## config.mk

```make
export PLATFORM = sky130hd
export DESIGN_NAME = pos_broadcast_ctrl_flat
export DESIGN_NICKNAME = d
export VERILOG_FILES = /design/src/rtl/pos_broadcast_ctrl_if.sv /design/src/rtl/pos_broadcast_ctrl.sv /design/src/flat_wrapper.sv
export SDC_FILE = /design/constraint.sdc
export NUM_CORES = 1
export LEC_CHECK = 0
export CORE_AREA = 4 4 110 112
export CTS_CLUSTER_DIAMETER = 50
export DETAILED_ROUTE_END_ITERATION = 10
export DIE_AREA = 0 0 114 116
export GPL_TIMING_DRIVEN = 0
export PLACE_DENSITY = 0.82
export SYNTH_ARGS = -nofsm -noshare
export SYNTH_HDL_FRONTEND = slang
export SYNTH_SLANG_ARGS = --single-unit
```

## constraint.sdc

```tcl
create_clock -name clk -period 2.7 [get_ports clk]
set_input_delay 0.54 -clock clk [delete_from_list [all_inputs] [get_ports clk]]
set_output_delay 0.54 -clock clk [all_outputs]
set_load 0.01 [all_outputs]
```

## src/rtl/pos_broadcast_ctrl_if.sv

```systemverilog
// Upstream position stream bundle for pos_broadcast_ctrl.
// The master drives position beats and the slave (the controller) returns ready.
interface pos_broadcast_ctrl_if #(
    parameter int DATA_WIDTH = 32
);
    logic                      in_pos_valid;
    logic                      in_pos_last;
    logic [3*DATA_WIDTH-1:0]   in_pos;
    logic                      in_pos_ready;

    modport master (
        output in_pos_valid,
        output in_pos_last,
        output in_pos,
        input  in_pos_ready
    );

    modport slave (
        input  in_pos_valid,
        input  in_pos_last,
        input  in_pos,
        output in_pos_ready
    );
endinterface

```

## src/rtl/pos_broadcast_ctrl.sv

```systemverilog
// pos_broadcast_ctrl
// Takes post-motion-update particle positions, derives each particle's destination
// cell from the top CELL_ID_WIDTH bits of every coordinate and broadcasts
// {data, dst_cell, valid} to all position caches. motion_update_enable frames the
// broadcast; it is then held low for DRAIN_CYCLES so caches can commit their counts
// and swap buffers before done pulses.
// Optional feature macro: POS_BCAST_COUNT_CHECK_EN adds an expected_count input,
// captured on start and compared against the broadcast count when the frame ends.
module pos_broadcast_ctrl #(
    parameter int DATA_WIDTH    = 32,
    parameter int CELL_ID_WIDTH = 4,
    parameter int CELL_NUM      = 4,
    parameter int CNT_WIDTH     = 12,
    parameter int DRAIN_CYCLES  = 3
) (
    input  logic                         clk,
    input  logic                         rst,
    input  logic                         start,
`ifdef POS_BCAST_COUNT_CHECK_EN
    input  logic [CNT_WIDTH-1:0]         expected_count,
`endif
    pos_broadcast_ctrl_if.slave          up,
    output logic                         motion_update_enable,
    output logic [3*DATA_WIDTH-1:0]      out_data,
    output logic [3*CELL_ID_WIDTH-1:0]   out_data_dst_cell,
    output logic                         out_data_valid,
    output logic [CNT_WIDTH-1:0]         out_particle_count,
    output logic                         busy,
    output logic                         done,
    output logic                         error
);

    // Cell index arithmetic runs two bits wider so 2*CELL_NUM never overflows.
    localparam int KW = CELL_ID_WIDTH + 2;
    localparam logic [KW-1:0] CN_E   = KW'(CELL_NUM);
    localparam logic [KW-1:0] CN2_E  = KW'(2 * CELL_NUM);
    localparam logic [KW-1:0] ONE_E  = KW'(1);
    localparam logic [CNT_WIDTH-1:0] CNT_MAX = {CNT_WIDTH{1'b1}};
    localparam logic [CNT_WIDTH-1:0] CNT_ONE = CNT_WIDTH'(1);
    localparam int DRAIN_W = $clog2(DRAIN_CYCLES + 1);
    localparam logic [DRAIN_W-1:0] DRAIN_LAST = DRAIN_W'(DRAIN_CYCLES - 1);
    localparam logic [DRAIN_W-1:0] DRAIN_ONE  = DRAIN_W'(1);

    typedef enum logic [2:0] {
        ST_IDLE   = 3'd0,
        ST_ARM    = 3'd1,
        ST_STREAM = 3'd2,
        ST_FLUSH  = 3'd3,
        ST_DRAIN  = 3'd4,
        ST_DONE   = 3'd5
    } state_t;

    // Returns {range_fault, cell_id}: ids run 1..CELL_NUM, one period of wrap is
    // folded back, anything further is clamped to CELL_NUM and flagged.
    function automatic logic [CELL_ID_WIDTH:0] cell_of(input logic [DATA_WIDTH-1:0] coord);
        logic [KW-1:0] k_e;
        logic [KW-1:0] id_e;
        k_e = {2'b00, coord[DATA_WIDTH-1 -: CELL_ID_WIDTH]};
        if (k_e < CN_E) begin
            id_e    = k_e + ONE_E;
            cell_of = {1'b0, id_e[CELL_ID_WIDTH-1:0]};
        end else if (k_e < CN2_E) begin
            id_e    = k_e - CN_E + ONE_E;
            cell_of = {1'b0, id_e[CELL_ID_WIDTH-1:0]};
        end else begin
            cell_of = {1'b1, CN_E[CELL_ID_WIDTH-1:0]};
        end
    endfunction

    state_t                        state_r;
    logic                          ready_r;
    logic                          enable_r;
    logic                          busy_r;
    logic                          done_r;
    logic                          error_r;
    logic [CNT_WIDTH-1:0]          count_r;
    logic [DRAIN_W-1:0]            drain_cnt_r;
    logic [3*DATA_WIDTH-1:0]       out_data_r;
    logic [3*CELL_ID_WIDTH-1:0]    out_dst_r;
    logic                          out_valid_r;
`ifdef POS_BCAST_COUNT_CHECK_EN
    logic [CNT_WIDTH-1:0]          expected_r;
`endif

    logic                          accept_s;
    logic [CELL_ID_WIDTH:0]        cell_x_s;
    logic [CELL_ID_WIDTH:0]        cell_y_s;
    logic [CELL_ID_WIDTH:0]        cell_z_s;
    logic                          range_fault_s;

    // Beat acceptance and per-axis destination cell of the incoming beat.
    always_comb begin
        accept_s      = up.in_pos_valid & ready_r;
        cell_x_s      = cell_of(up.in_pos[DATA_WIDTH-1:0]);
        cell_y_s      = cell_of(up.in_pos[2*DATA_WIDTH-1:DATA_WIDTH]);
        cell_z_s      = cell_of(up.in_pos[3*DATA_WIDTH-1:2*DATA_WIDTH]);
        range_fault_s = cell_x_s[CELL_ID_WIDTH] | cell_y_s[CELL_ID_WIDTH] | cell_z_s[CELL_ID_WIDTH];
    end

    // Frame FSM with registered broadcast, counter and status outputs.
    always_ff @(posedge clk or negedge rst) begin
        if (!rst) begin
            state_r     <= ST_IDLE;
            ready_r     <= 1'b0;
            enable_r    <= 1'b0;
            busy_r      <= 1'b0;
            done_r      <= 1'b0;
            error_r     <= 1'b0;
            count_r     <= '0;
            drain_cnt_r <= '0;
            out_data_r  <= '0;
            out_dst_r   <= '0;
            out_valid_r <= 1'b0;
`ifdef POS_BCAST_COUNT_CHECK_EN
            expected_r  <= '0;
`endif
        end else begin
            done_r      <= 1'b0;
            out_valid_r <= accept_s;
            if (accept_s) begin
                out_data_r <= up.in_pos;
                out_dst_r  <= {cell_x_s[CELL_ID_WIDTH-1:0], cell_y_s[CELL_ID_WIDTH-1:0],
                               cell_z_s[CELL_ID_WIDTH-1:0]};
                if (count_r != CNT_MAX) begin
                    count_r <= count_r + CNT_ONE;
                end else begin
                    count_r <= count_r;
                end
                if (range_fault_s) begin
                    error_r <= 1'b1;
                end else begin
                    error_r <= error_r;
                end
            end else begin
                out_data_r <= '0;
                out_dst_r  <= '0;
            end

            case (state_r)
                ST_IDLE: begin
                    if (start) begin
                        state_r  <= ST_ARM;
                        enable_r <= 1'b1;
                        busy_r   <= 1'b1;
                        count_r  <= '0;
                        error_r  <= 1'b0;
`ifdef POS_BCAST_COUNT_CHECK_EN
                        expected_r <= expected_count;
`endif
                    end else begin
                        state_r <= ST_IDLE;
                    end
                end
                ST_ARM: begin
                    state_r <= ST_STREAM;
                    ready_r <= 1'b1;
                end
                ST_STREAM: begin
                    if (accept_s && up.in_pos_last) begin
                        state_r <= ST_FLUSH;
                        ready_r <= 1'b0;
                    end else begin
                        state_r <= ST_STREAM;
                    end
                end
                ST_FLUSH: begin
                    // The last beat is on the outputs now, still inside the enable window.
                    state_r     <= ST_DRAIN;
                    enable_r    <= 1'b0;
                    drain_cnt_r <= '0;
                end
                ST_DRAIN: begin
                    if (drain_cnt_r == DRAIN_LAST) begin
                        state_r <= ST_DONE;
                        done_r  <= 1'b1;
`ifdef POS_BCAST_COUNT_CHECK_EN
                        if (count_r != expected_r) begin
                            error_r <= 1'b1;
                        end else begin
                            error_r <= error_r;
                        end
`endif
                    end else begin
                        drain_cnt_r <= drain_cnt_r + DRAIN_ONE;
                    end
                end
                ST_DONE: begin
                    state_r <= ST_IDLE;
                    busy_r  <= 1'b0;
                end
                default: begin
                    state_r  <= ST_IDLE;
                    ready_r  <= 1'b0;
                    enable_r <= 1'b0;
                    busy_r   <= 1'b0;
                end
            endcase
        end
    end

    assign up.in_pos_ready         = ready_r;
    assign motion_update_enable    = enable_r;
    assign out_data                = out_data_r;
    assign out_data_dst_cell       = out_dst_r;
    assign out_data_valid          = out_valid_r;
    assign out_particle_count      = count_r;
    assign busy                    = busy_r;
    assign done                    = done_r;
    assign error                   = error_r;

endmodule

```

## src/flat_wrapper.sv

```systemverilog
// flat-port wrapper written by rule: the top's interface ports become plain ports
module pos_broadcast_ctrl_flat 
#(
    parameter int DATA_WIDTH    = 32,
    parameter int CELL_ID_WIDTH = 4,
    parameter int CELL_NUM      = 4,
    parameter int CNT_WIDTH     = 12,
    parameter int DRAIN_CYCLES  = 3
)
  (clk, rst, start, motion_update_enable, out_data, out_data_dst_cell, out_data_valid, out_particle_count, busy, done, error, up_in_pos_valid, up_in_pos_last, up_in_pos, up_in_pos_ready);
  pos_broadcast_ctrl_if #(.DATA_WIDTH(DATA_WIDTH)) up_i ();
  input  logic clk;
  input  logic rst;
  input  logic start;
  output logic motion_update_enable;
  output logic [3*DATA_WIDTH-1:0] out_data;
  output logic [3*CELL_ID_WIDTH-1:0] out_data_dst_cell;
  output logic out_data_valid;
  output logic [CNT_WIDTH-1:0] out_particle_count;
  output logic busy;
  output logic done;
  output logic error;
  input wire logic [$bits(up_i.in_pos_valid)-1:0] up_in_pos_valid;
  input wire logic [$bits(up_i.in_pos_last)-1:0] up_in_pos_last;
  input wire logic [$bits(up_i.in_pos)-1:0] up_in_pos;
  output wire logic [$bits(up_i.in_pos_ready)-1:0] up_in_pos_ready;
  assign up_i.in_pos_valid = up_in_pos_valid;
  assign up_i.in_pos_last = up_in_pos_last;
  assign up_i.in_pos = up_in_pos;
  assign up_in_pos_ready = up_i.in_pos_ready;
  pos_broadcast_ctrl #(.DATA_WIDTH(DATA_WIDTH), .CELL_ID_WIDTH(CELL_ID_WIDTH), .CELL_NUM(CELL_NUM), .CNT_WIDTH(CNT_WIDTH), .DRAIN_CYCLES(DRAIN_CYCLES)) u_core (.clk(clk), .rst(rst), .start(start), .up(up_i), .motion_update_enable(motion_update_enable), .out_data(out_data), .out_data_dst_cell(out_data_dst_cell), .out_data_valid(out_data_valid), .out_particle_count(out_particle_count), .busy(busy), .done(done), .error(error));
endmodule
```

== After elaboration in Yosys (flattened, before gate mapping) ==
Cells that the tools add are included.

* Reductions and logical operators: 10
* Shifts and indexed selects: 0
* Order comparisons: 6
* Add/subtract/negate cells: 11
* Eq/ne operators: 11
* Bitwise logic cells: 6
* Muxes and demuxes: 29
* Divide/modulo/power cells: 0
* Multipliers: 0

{| class="wikitable"
|+ Operators by type and width
! operator !! count
|-
| two-way mux 96 bit || 1
|-
| two-way mux 12 bit || 5
|-
| two-way mux 5 bit || 6
|-
| adder 4 x 1 -> 4 bit (second input constant) || 6
|-
| case mux 3 bit (5 select lines) || 1
|-
| adder 12 x 1 -> 12 bit (second input constant) || 1
|-
| less-than comparator 4 x 3 -> 1 bit (second input constant) || 3
|-
| less-than comparator 4 bit (second input constant) || 3
|-
| != test 12 bit (second input constant) || 1
|-
| OR reduction 4 bit || 3
|-
| subtractor 4 x 3 -> 4 bit (second input constant) || 3
|-
| two-way mux 1 bit || 10
|-
| AND reduction 2 bit || 4
|-
| equality test 3 x 2 -> 1 bit (second input constant) || 2
|-
| equality test 3 bit (second input constant) || 2
|-
| != test 2 x 1 -> 1 bit (second input constant) || 2
|-
| != test 2 bit (second input constant) || 2
|-
| case mux 1 bit (2 select lines) || 2
|-
| case mux 2 bit (2 select lines) || 1
|-
| equality test 3 x 1 -> 1 bit (second input constant) || 1
|-
| zero test 3 bit || 1
|-
| two-way mux 3 bit || 1
|-
| NOT 1 bit || 3
|-
| case mux 1 bit (3 select lines) || 1
|-
| 7 further kinds || 8
|}

* Output and inout port bits: 126
* Bits in read-only memories: 0
* Memories: 0
* Latch bits: 0
* Register bits after elaboration: 131
* Input bits: 101
* RAM bits: 0
* Logic and storage cells: 84

== Longest topological paths before layout ==
Gate-level depths: netlist of run 1.

* Depth after elaboration: 10
* Depth in mapped cells: 6
* Gate-level depth less buffers: 5

== Least setup slack after synthesis of run 1 ==
OpenSTA, ideal clock, no wires.

* Path kind: in2reg
* Start point: input port up_in_pos_valid
* End point: register u_core.count_r[7], in the netlist u_core.out_particle_count[7]
* Path slack: 1.002 ns
* Required time: 2.623 ns
* Cell stages on the path: 5
* Data arrival time: 1.620 ns
* Path buffers: 1
* Setup time: 0.077 ns
* Path through: buf_4 nand2_2 or3_4 or3_1 a21oi_1

* Word-level cells in the longest chain between the ends: 4

{| class="wikitable"
|+ RTL lines
! item !! RTL line !! RTL
|-
| start: declaration || flat_wrapper.sv:23 || <nowiki>input wire logic [$bits(up_i.in_pos_valid)-1:0] up_in_pos_valid;</nowiki>
|-
| AND 1 bit * || pos_broadcast_ctrl.sv:93 || <nowiki>accept_s = up.in_pos_valid & ready_r;</nowiki>
|-
| two-way mux 12 bit * || pos_broadcast_ctrl.sv:120 || <nowiki>if (accept_s) begin</nowiki>
|-
| two-way mux 12 bit || pos_broadcast_ctrl.sv:141 || <nowiki>if (start) begin</nowiki>
|-
| two-way mux 12 bit * || pos_broadcast_ctrl.sv:139 || <nowiki>case (state_r)</nowiki>
|-
| end signal: assignment || pos_broadcast_ctrl.sv:125 || <nowiki>count_r <= count_r + CNT_ONE;</nowiki>
|-
| end signal: assignment || pos_broadcast_ctrl.sv:127 || <nowiki>count_r <= count_r;</nowiki>
|-
| end: declaration || pos_broadcast_ctrl.sv:76 || <nowiki>logic [CNT_WIDTH-1:0] count_r;</nowiki>
|}

Every way passes the cells marked *; elsewhere a longest branch is shown, timed or not.
A chain may end at the register's enable or synchronous reset.

== Worst setup path in the final report of run 1 ==
* Start point: register u_core.count_r[3], in the netlist u_core.out_particle_count[3]
* End point: output port out_particle_count[3]

{| class="wikitable"
|+ RTL lines
! item !! RTL line !! RTL
|-
| end: declaration || flat_wrapper.sv:19 || <nowiki>output logic [CNT_WIDTH-1:0] out_particle_count;</nowiki>
|}

No word-level cell between the ends.

==> results of run 1 <==
layer usage:
layer / GRT usage [%] / vias up / wire, microns
met5: 0 / - / 0
met4: 7.60 / 0 / 248
met3: 7.78 / 18 / 1100
met2: 34.9 / 156 / 6920
met1: 24.7 / 1841 / 5300
li1: - / 1768 / -
cell families (layout without fill, tap and decap cells):
group / after synthesis / after routing / synth area share, %
other: 1 / 3 / 0.0805
adders and majority gates: 5 / 5 / 1.34
muxes: 2 / 2 / 0.430
DFF: 131 / 131 / 70.4
and+or+nand+nor: 160 / 160 / 20.7
xor gates and xnor gates: 2 / 2 / 0.376
buffers and inverters: 33 / 291 / 2.90
AOI/OAI and AO/OA: 29 / 29 / 3.79
per-stage QoR:
step / setup TNS [ns] / utilization [%]
floorplan: 0 / -
global placement: -496.15 / 63.2
detailed placement: 0 / 63.5
CTS: 0 / 69.4
global route: 0 / 69.4
finish: 0 / 69.4
layout make-up:
class	instances	area [sq um]	area share, %
Inverter	6	22.5	0.289
Clock inverter	12	200	2.57
Timing Repair Buffer	226	2280	29.3
Sequential cell	131	3280	42.1
Clock buffer	20	467	5.99
Multi-Input combinational cell	201	1250	16.1
Buffer	27	113	1.45
Tap cell	143	179	2.30
power by group:
| group | total [mW] | internal [mW] | switching, mW |
|---|---|---|---|
| clock network | 2.56 | 1.72 | 0.842 |
| registers | 2.36 | 2.24 | 0.120 |
| logic | 1.49 | 0.777 | 0.716 |
| total | 6.41 | 4.73 | 1.68 |
synthesized netlist by cell type, types with 3 or more instances:
library cell	number
nor3b_1	3
a21oi_1	12
a211oi_1	4
clkbuf_1	24
and3_1	97
or3_1	4
nand2_1	10
nor3_1	13
ha_1	5
inv_1	6
nand3_1	4
nor2_1	15
o21ai_0	6
dfrtp_1	131
flip-flops by register name (all words and copies together), names as in the netlist:
name	flops
u_core.out_data_valid	1
u_core.out_data_dst_cell	12
u_core.error	1
u_core.state_r	3
u_core.motion_update_enable	1
u_core.up.in_pos_ready	1
u_core.done	1
u_core.drain_cnt_r	2
u_core.busy	1
u_core.out_data	96
u_core.out_particle_count	12
path summary, 6_finish.rpt:
path	start	end	slack (ns)	cells after the start
max	u_core.out_particle_count[3]	out_particle_count[3]	0.69	1
min	rst	u_core.out_data[37]	0.12	1
max reg2reg	u_core.up.in_pos_ready	u_core.out_data[68]	0.76	4
min reg2reg	u_core.error	u_core.error	0.51	2
max in group asynchronous	rst	u_core.out_particle_count[6]	1.86	2
min in group clk	u_core.error	u_core.error	0.51	2
==> impl_metrics.csv, run 1 <==
group,metric,value,unit
timing,fin_crit,2.01,ns
clock_tree,cts-resized-gates,0,
worst_setup_path,slowest_stage,"clkdlybuf4s50_1",
timing,post-route-period-util,74.6,%
synth,synth_area_leaders,"dfrtp_1, and3_1, clkbuf_1",
worst_setup_path,setup.worst_path.end_class,"output port",
timing,max_freq,0.497,GHz
grt,grt_antenna_before_repair,0,
timing,hold_viol,0,
worst_setup_path,critPathBufInv,1,
pwr,power.total,6.41,mW
synth,ys_seq_area_share,70.4,%
floorplan,num_io_pins,227,
clock_tree,numCtsBuffers,17,
detailed_routing,drt_iter0_markers,208,
synth,synthCells,363,
detailed_routing,routed_wirelength,13600,microns
layout,n_fill_cell,793,
floorplan,die_w,114,microns
detailed_routing,drc_errors,0,
clock_tree,cts_tree,"done",
timing,rsz0062_at_grt,"false",
detailed_routing,dr.pass1.iters,4,
placement,port_buffers,225,
timing,max_slew_margin,58.0,%
synth,yosysWarnings,0,
worst_setup_path,crit_fanout,7,
floorplan,die_y,116,microns
grt,grt_max_degree,68,
floorplan,die_area,13200,sq um
run,cap_violations,0,
synth,ys_ff_latch,131,
placement,dp_slack,0.757,ns
layout,instances_no_fill,766,
detailed_routing,routedWlPerCell,17.7,microns
layout,fin_nets,716,
grt,grt_pass1_vias,3980,
clock_tree,cts_setup_buffers,0,
floorplan,start_util,41.5,%
clock_tree,clock_sinks,131,
floorplan,rows,39,
layout,design_area,7790,sq um
worst_setup_path,cp-start-kind,"flip-flop",
layout,layout_common_cells,"clkdlybuf4s50_1, dfrtp_1, and3_1",
synth,async_reset_ff_share,100,%
pwr,p_leak,3.70,nW
worst_setup_path,worstPathRequired,2.16,ns
layout,final_common_cell,"clkdlybuf4s50_1",
synth,synth_top_area_share,70.4,%
layout,diodes,0,
grt,grt_pass1_wl,21100,microns
worst_setup_path,cp_cell_sequence,"clkdlybuf4s50_1",
detailed_routing,vias_per_cell,4.94,
synth,syn_area,4660,sq um
synth,yosysUniqueCellTypes,37,
worst_setup_path,critPathTopFamily,"buffers and inverters",
grt,groute.usage.overall,20.8,%
worst_setup_path,worstPathArrival,1.47,ns
worst_setup_path,slowest_delay,0.60,ns
synth,synth_edf_count,0,
synth,yosys_most_used_dff,"dfrtp_1",
placement,place.gp.congestion,0.825,
timing,setup_violations,0,
status,status,"finished, final reports clean",
timing,finClkSkew,0.00976,ns
placement,hpwl,9960,microns
timing,worst_slack,0.687,ns
placement,dpl.cell_count,734,
worst_hold_path,hold_class,"in2async",
synth,synth_area_leader_cell,"dfrtp_1",
placement,post_dp_cell_area,7120,sq um
clock_tree,postCtsHoldBufs,0,
clock_tree,cts-root-buf,"clkbuf_16",
timing,whs,0.120,ns
layout,synthToLayoutAreaGrowth,67.3,%
worst_setup_path,worst-setup-path-type,"reg2out",
clock_tree,cts.path.max_buffers,2,
detailed_routing,vias,3783,
detailed_routing,ant_nets,0,
timing,slew_violations,0,
clock_tree,cts.clk_slew.worst_paths,0.06,ns
clock_tree,clkLatencyLatePin,0.41,ns
clock_tree,htree_levels,4,
floorplan,core-area,11200,sq um
grt,grt_overflow,0,
timing,worstMarginPinSlew,0.630,ns
synth,synth_area_per_cell,12.8,sq um
pwr,power_density,822,nW/um^2
pwr,ir_drop,0.473,mV
layout,drive_gt1_share,6.58,%
Power figures use the tool's default switching activity.
==> inputs of run 2 (changes only) <==
Settings changed: CORE_AREA 4 4 110 112 to 4 4 113 115, DIE_AREA 0 0 114 116 to 0 0 117 119, PLACE_DENSITY 0.82 to 0.79.
Clock period 2.7 ns to 2.1 ns, I/O delays scaled along.
==> run 2 against run 1 <==
  * Count of clock-buffer cells in the layout shrank 1
  * Core utilization down 3.5 points
  * Total power rose by 27%
  * Global-route usage is 0.54 points lower
  * Clock skew increased by 0.0046 ns
  * Via count up 1.0%
  * Cell count rose by 0.52%
  * Critical path depth stayed put
  * Flip-flop and latch count unchanged
  * Routed wire length up 1.8%
  * Non-clock buffer count is 1 higher
==> impl_metrics.csv, run 2 (synthesis gave the netlist of run 1 again) <==
group,metric,value,unit
status,status,"finished, final reports clean",
placement,port_buffers,225,
detailed_routing,drt_iter0_markers,231,
timing,fin_crit,1.90,ns
worst_setup_path,worst-setup-path-type,"reg2out",
layout,diodes,0,
clock_tree,cts-root-buf,"clkbuf_16",
layout,largest_reg_flops,96,
worst_setup_path,worstPathRequired,1.68,ns
pwr,ir_drop,0.513,mV
detailed_routing,routed_wirelength,13800,microns
clock_tree,clock_sinks,131,
clock_tree,cts_setup_buffers,0,
floorplan,start_util,39.4,%
timing,setup_violations,0,
layout,layout_common_cells,"clkdlybuf4s50_1, dfrtp_1, and3_1",
grt,grt_pass1_vias,4017,
clock_tree,cts_tree,"done",
worst_setup_path,worstReg2RegEnd,"u_core.out_data[71]",
placement,post_dp_cell_area,7130,sq um
clock_tree,cts.path.max_buffers,2,
timing,hold_viol,0,
floorplan,rows,40,
worst_setup_path,cp_cell_sequence,"clkdlybuf4s50_1",
worst_setup_path,setup.worst_path.end_class,"output port",
layout,n_fill_cell,879,
floorplan,die_w,117,microns
timing,rsz0062_at_grt,"false",
clock_tree,cts.clk_slew.worst_paths,0.05,ns
worst_setup_path,reg2reg_slack,0.30,ns
clock_tree,numCtsBuffers,17,
worst_setup_path,slowest_delay,0.59,ns
layout,drive_gt1_share,6.42,%
placement,dpl.cell_count,738,
timing,max_freq,0.525,GHz
worst_setup_path,cp-start-kind,"flip-flop",
clock_tree,htree_levels,4,
detailed_routing,dr.pass1.iters,4,
detailed_routing,vias,3821,
timing,worst_slack,0.195,ns
detailed_routing,vias_per_cell,4.96,
layout,instances_no_fill,770,
floorplan,die_y,119,microns
layout,design_area,7790,sq um
grt,grt_overflow,0,
layout,fin_nets,717,
timing,worstMarginPinSlew,0.595,ns
worst_hold_path,hold_depth,2,
placement,place.gp.congestion,0.832,
placement,hpwl,9950,microns
pwr,power_density,1050,nW/um^2
pwr,p_leak,3.69,nW
clock_tree,clkLatencyLatePin,0.41,ns
timing,post-route-period-util,90.7,%
detailed_routing,ant_nets,0,
worst_setup_path,regToRegStartpoint,"u_core.up.in_pos_ready",
worst_setup_path,worstPathArrival,1.48,ns
worst_hold_path,hold_class,"in2reg",
run,cap_violations,0,
worst_setup_path,reg2reg_depth,4,
detailed_routing,drc_errors,0,
timing,max_slew_margin,60.3,%
floorplan,die_area,13900,sq um
floorplan,core-area,11800,sq um
floorplan,num_io_pins,227,
grt,grt_max_degree,97,
grt,grt_antenna_before_repair,0,
worst_setup_path,critPathBufInv,1,
detailed_routing,routedWlPerCell,17.9,microns
worst_hold_path,min-delay-start,"up_in_pos_valid",
worst_setup_path,critPathTopFamily,"buffers and inverters",
timing,tns,0,ns
grt,groute.usage.overall,20.3,%
layout,final_common_cell,"clkdlybuf4s50_1",
timing,finClkSkew,0.0143,ns
worst_hold_path,min_delay_worst_endpoint,"u_core.out_data[95]",
placement,dp_slack,0.157,ns
grt,grt_pass1_wl,21400,microns
layout,synthToLayoutAreaGrowth,67.2,%
worst_setup_path,slowest_stage,"clkdlybuf4s50_1",
timing,slew_violations,0,
worst_setup_path,crit_fanout,7,
run 2: changes by cell type in the layout (fill, tap and decap cells not counted), sizes merged:
cell         previous run  this run
inv                     8         7
dlygate4sd3             0         1
clkinvlp                3         2
clkbuf                 44        43
clkinv                  2         4
run 2: area by class of cell:
cell class / instances / area, sq um / share of cell area (%)
multi-input combinational: 201 / 1250 / 16.1
inverter: 6 / 22.5 / 0.289
buffer: 27 / 114 / 1.46
clock inverter: 12 / 205 / 2.63
clock buffer: 19 / 443 / 5.69
timing repair buffer: 227 / 2290 / 29.4
tap: 147 / 184 / 2.36
sequential: 131 / 3280 / 42.1
run 2: worst max path at each step:
stage / start / to / slack [ns] / cells past startpoint
global placement: rst / u_core.out_data_valid / -4.27 / 1
floorplan: up_in_pos_valid / u_core.out_particle_count[7] / 0.52 / 5
finish: u_core.out_particle_count[3] / out_particle_count[3] / 0.20 / 1
detailed placement: u_core.up.in_pos_ready / u_core.out_data[71] / 0.16 / 4
CTS: u_core.up.in_pos_ready / u_core.out_data[71] / 0.11 / 4
global route: u_core.out_particle_count[3] / out_particle_count[3] / 0.15 / 1
run 2: metrics by stage:
step	hold slack [ns]	power (mW)	utilization, %
finish	0.391	8.17	65.9
global route	0.403	8.57	65.9
CTS	0.386	8.26	65.9
detailed placement	0.332	4.99	60.4
global placement	0.487	4.93	60.1
floorplan	0.124	3.84	-
run 2: metal layers:
metal | GRT usage (%) | wire length (microns) | part of all wire, %
met5 | 0 | 0 | 0
met4 | 8.39 | 410 | 3.0
met3 | 6.61 | 954 | 6.9
met2 | 34.2 | 7130 | 52
met1 | 23.5 | 5310 | 38
run 2: what timing repair did:
action,in CTS,in global routing
endpoints found under the setup margin,0,1
gates resized for setup,0,2
hold endpoints to repair,35,0
hold buffers,1,0
run 2: power by group:
part	internal (mW)	switching (mW)
Combinational	1.00	0.913
Clock	2.14	1.09
Sequential	2.88	0.154
Total	6.01	2.15
==> inputs of run 3 (changes only) <==
Settings changed: SLEW_MARGIN set to 20.
==> run 3 against run 2 <==
  * Maximum frequency shrank 0.75%
  * Combinational power is essentially flat
  * Critical endpoint unchanged
  * Count of clock-buffer cells in the layout grew 6
  * Non-clock buffer count shrank 1
  * Via count grew 0.16%
  * Die area is the same
  * Hold slack lost 0.38 ns
  * Global-route usage shrank 0.17 points
  * Critical path depth is the same
  * Total power shrank 3.5%
  * Register-to-register slack is essentially flat
  * Cell area shrank 0.72%
==> impl_metrics.csv, run 3 (synthesis gave the netlist of run 1 again) <==
group,metric,value,unit
status,status,"finished, final reports clean",
floorplan,num_io_pins,227,
pwr,power.share.combinational,24.4,%
layout,synthToLayoutAreaGrowth,66.0,%
placement,dpl.cell_count,738,
grt,grt_antenna_before_repair,0,
placement,port_buffers,225,
worst_setup_path,cp-start-kind,"flip-flop",
grt,grt_pass1_wl,21100,microns
detailed_routing,routed_wirelength,13800,microns
worst_setup_path,critPathTopFamily,"buffers and inverters",
grt,grt_overflow,0,
clock_tree,cts_tree,"done",
worst_setup_path,reg2reg_slack,0.29,ns
worst_setup_path,worst-setup-path-type,"reg2out",
layout,drive_gt1_share,6.26,%
pwr,power.share.clock,37.2,%
worst_hold_path,hold_class,"in2async",
detailed_routing,vias,3827,
placement,post_dp_cell_area,7130,sq um
run,cap_violations,0,
timing,rsz0062_at_grt,"false",
timing,worstMarginPinSlew,0.705,ns
timing,max_slew_margin,53.0,%
layout,diodes,0,
worst_setup_path,slowest_delay,0.59,ns
floorplan,start_util,39.4,%
pwr,p_int,5.78,mW
placement,place.gp.congestion,0.832,
layout,final_common_cell,"clkdlybuf4s50_1",
floorplan,core-area,11800,sq um
timing,setup_violations,0,
layout,layout_common_cells,"clkdlybuf4s50_1, dfrtp_1, and3_1",
layout,n_fill_cell,888,
detailed_routing,drc_errors,0,
worst_setup_path,crit_fanout,7,
layout,instances_no_fill,770,
pwr,p_sw,2.10,mW
floorplan,die_y,119,microns
timing,whs,0.0158,ns
worst_setup_path,critPathBufInv,1,
layout,fin_nets,716,
worst_setup_path,worstPathArrival,1.50,ns
clock_tree,cts_setup_buffers,0,
worst_setup_path,setup.worst_path.end_class,"output port",
worst_setup_path,worstPathRequired,1.68,ns
worst_setup_path,cp_cell_sequence,"clkdlybuf4s50_1",
clock_tree,cts.path.max_buffers,2,
detailed_routing,ant_nets,0,
timing,post-route-period-util,91.4,%
layout,design_area,7730,sq um
detailed_routing,routedWlPerCell,18.0,microns
floorplan,die_w,117,microns
pwr,seqPwrFrac,38.4,%
timing,slew_violations,0,
floorplan,rows,40,
detailed_routing,drt_iter0_markers,223,
detailed_routing,dr.pass1.iters,4,
detailed_routing,vias_per_cell,4.97,
clock_tree,cts.clk_slew.worst_paths,0.05,ns
clock_tree,clock_sinks,131,
grt,grt_max_degree,77,
timing,fin_crit,1.92,ns
pwr,power_density,1020,nW/um^2
pwr,p_leak,3.68,nW
pwr,switching_share,26.7,%
timing,max_freq,0.521,GHz
layout,largest_reg_flops,96,
worst_setup_path,slowest_stage,"clkdlybuf4s50_1",
clock_tree,clkLatencyLatePin,0.42,ns
timing,finClkSkew,0.00822,ns
pwr,ir_drop,0.648,mV
grt,grt_pass1_vias,3991,
floorplan,die_area,13900,sq um
clock_tree,cts-root-buf,"clkbuf_16",
clock_tree,numCtsBuffers,17,
clock_tree,htree_levels,4,
placement,hpwl,10000,microns
grt,groute.usage.overall,20.1,%
pwr,power.total,7.88,mW
timing,hold_viol,0,
==> run 3: path summary, 6_finish.rpt <==
path,start,to,cells past startpoint
worst max-delay path,u_core.out_particle_count[3],out_particle_count[3],1
worst min-delay path,rst,u_core.out_data[35],1
worst max register to register,u_core.up.in_pos_ready,u_core.out_data[71],4
worst min register to register,u_core.error,u_core.error,2
max in group asynchronous,rst,u_core.out_particle_count[0],2
min in group clk,up_in_pos_valid,u_core.out_data[95],2
==> run 3: metal layers <==
| metal | part of all wire (%) | GRT usage, % | wire length, microns | up-vias |
|---|---|---|---|---|
| met5 | 0 | 0 | 0 | - |
| met4 | 3.3 | 9.18 | 450 | 0 |
| met3 | 7.7 | 6.10 | 1060 | 35 |
| met2 | 52 | 34.6 | 7140 | 171 |
| met1 | 37 | 22.5 | 5180 | 1861 |
| li1 | - | - | - | 1760 |
==> run 3: what timing repair did <==
action,CTS,global route
endpoints found under the setup margin,0,29
hold endpoints to repair,0,0
hold buffers,0,0
resized for setup,0,2
==> run 3: through the flow <==
step	TNS (ns)	utilization (%)	setup WS (ns)
after floorplan	0	-	0.522
after global placement	-558.54	60.1	-4.27
after detailed placement	0	60.4	0.180
after CTS	0	65.5	0.125
after global routing	0	65.5	0.144
final	0	65.5	0.181
==> run 3: layout make-up <==
cell class,count,area [sq um],share of cell area [%]
buffer,27,114,1.47
clock buffer,25,505,6.54
clock inverter,7,96.3,1.25
inverter,6,22.5,0.291
multi-input combinational,201,1250,16.2
sequential,131,3280,42.4
tap,147,184,2.38
timing repair buffer,226,2280,29.5
==> run 3: power groups by stage <==
stage	registers [mW]	logic [mW]	clock network, mW
floorplan	3.22	0.618	0
CTS	3.03	1.95	2.98
global placement	3.06	1.87	0
finish	3.03	1.92	2.93
global route	3.06	2.09	3.12
detailed placement	3.07	1.92	0
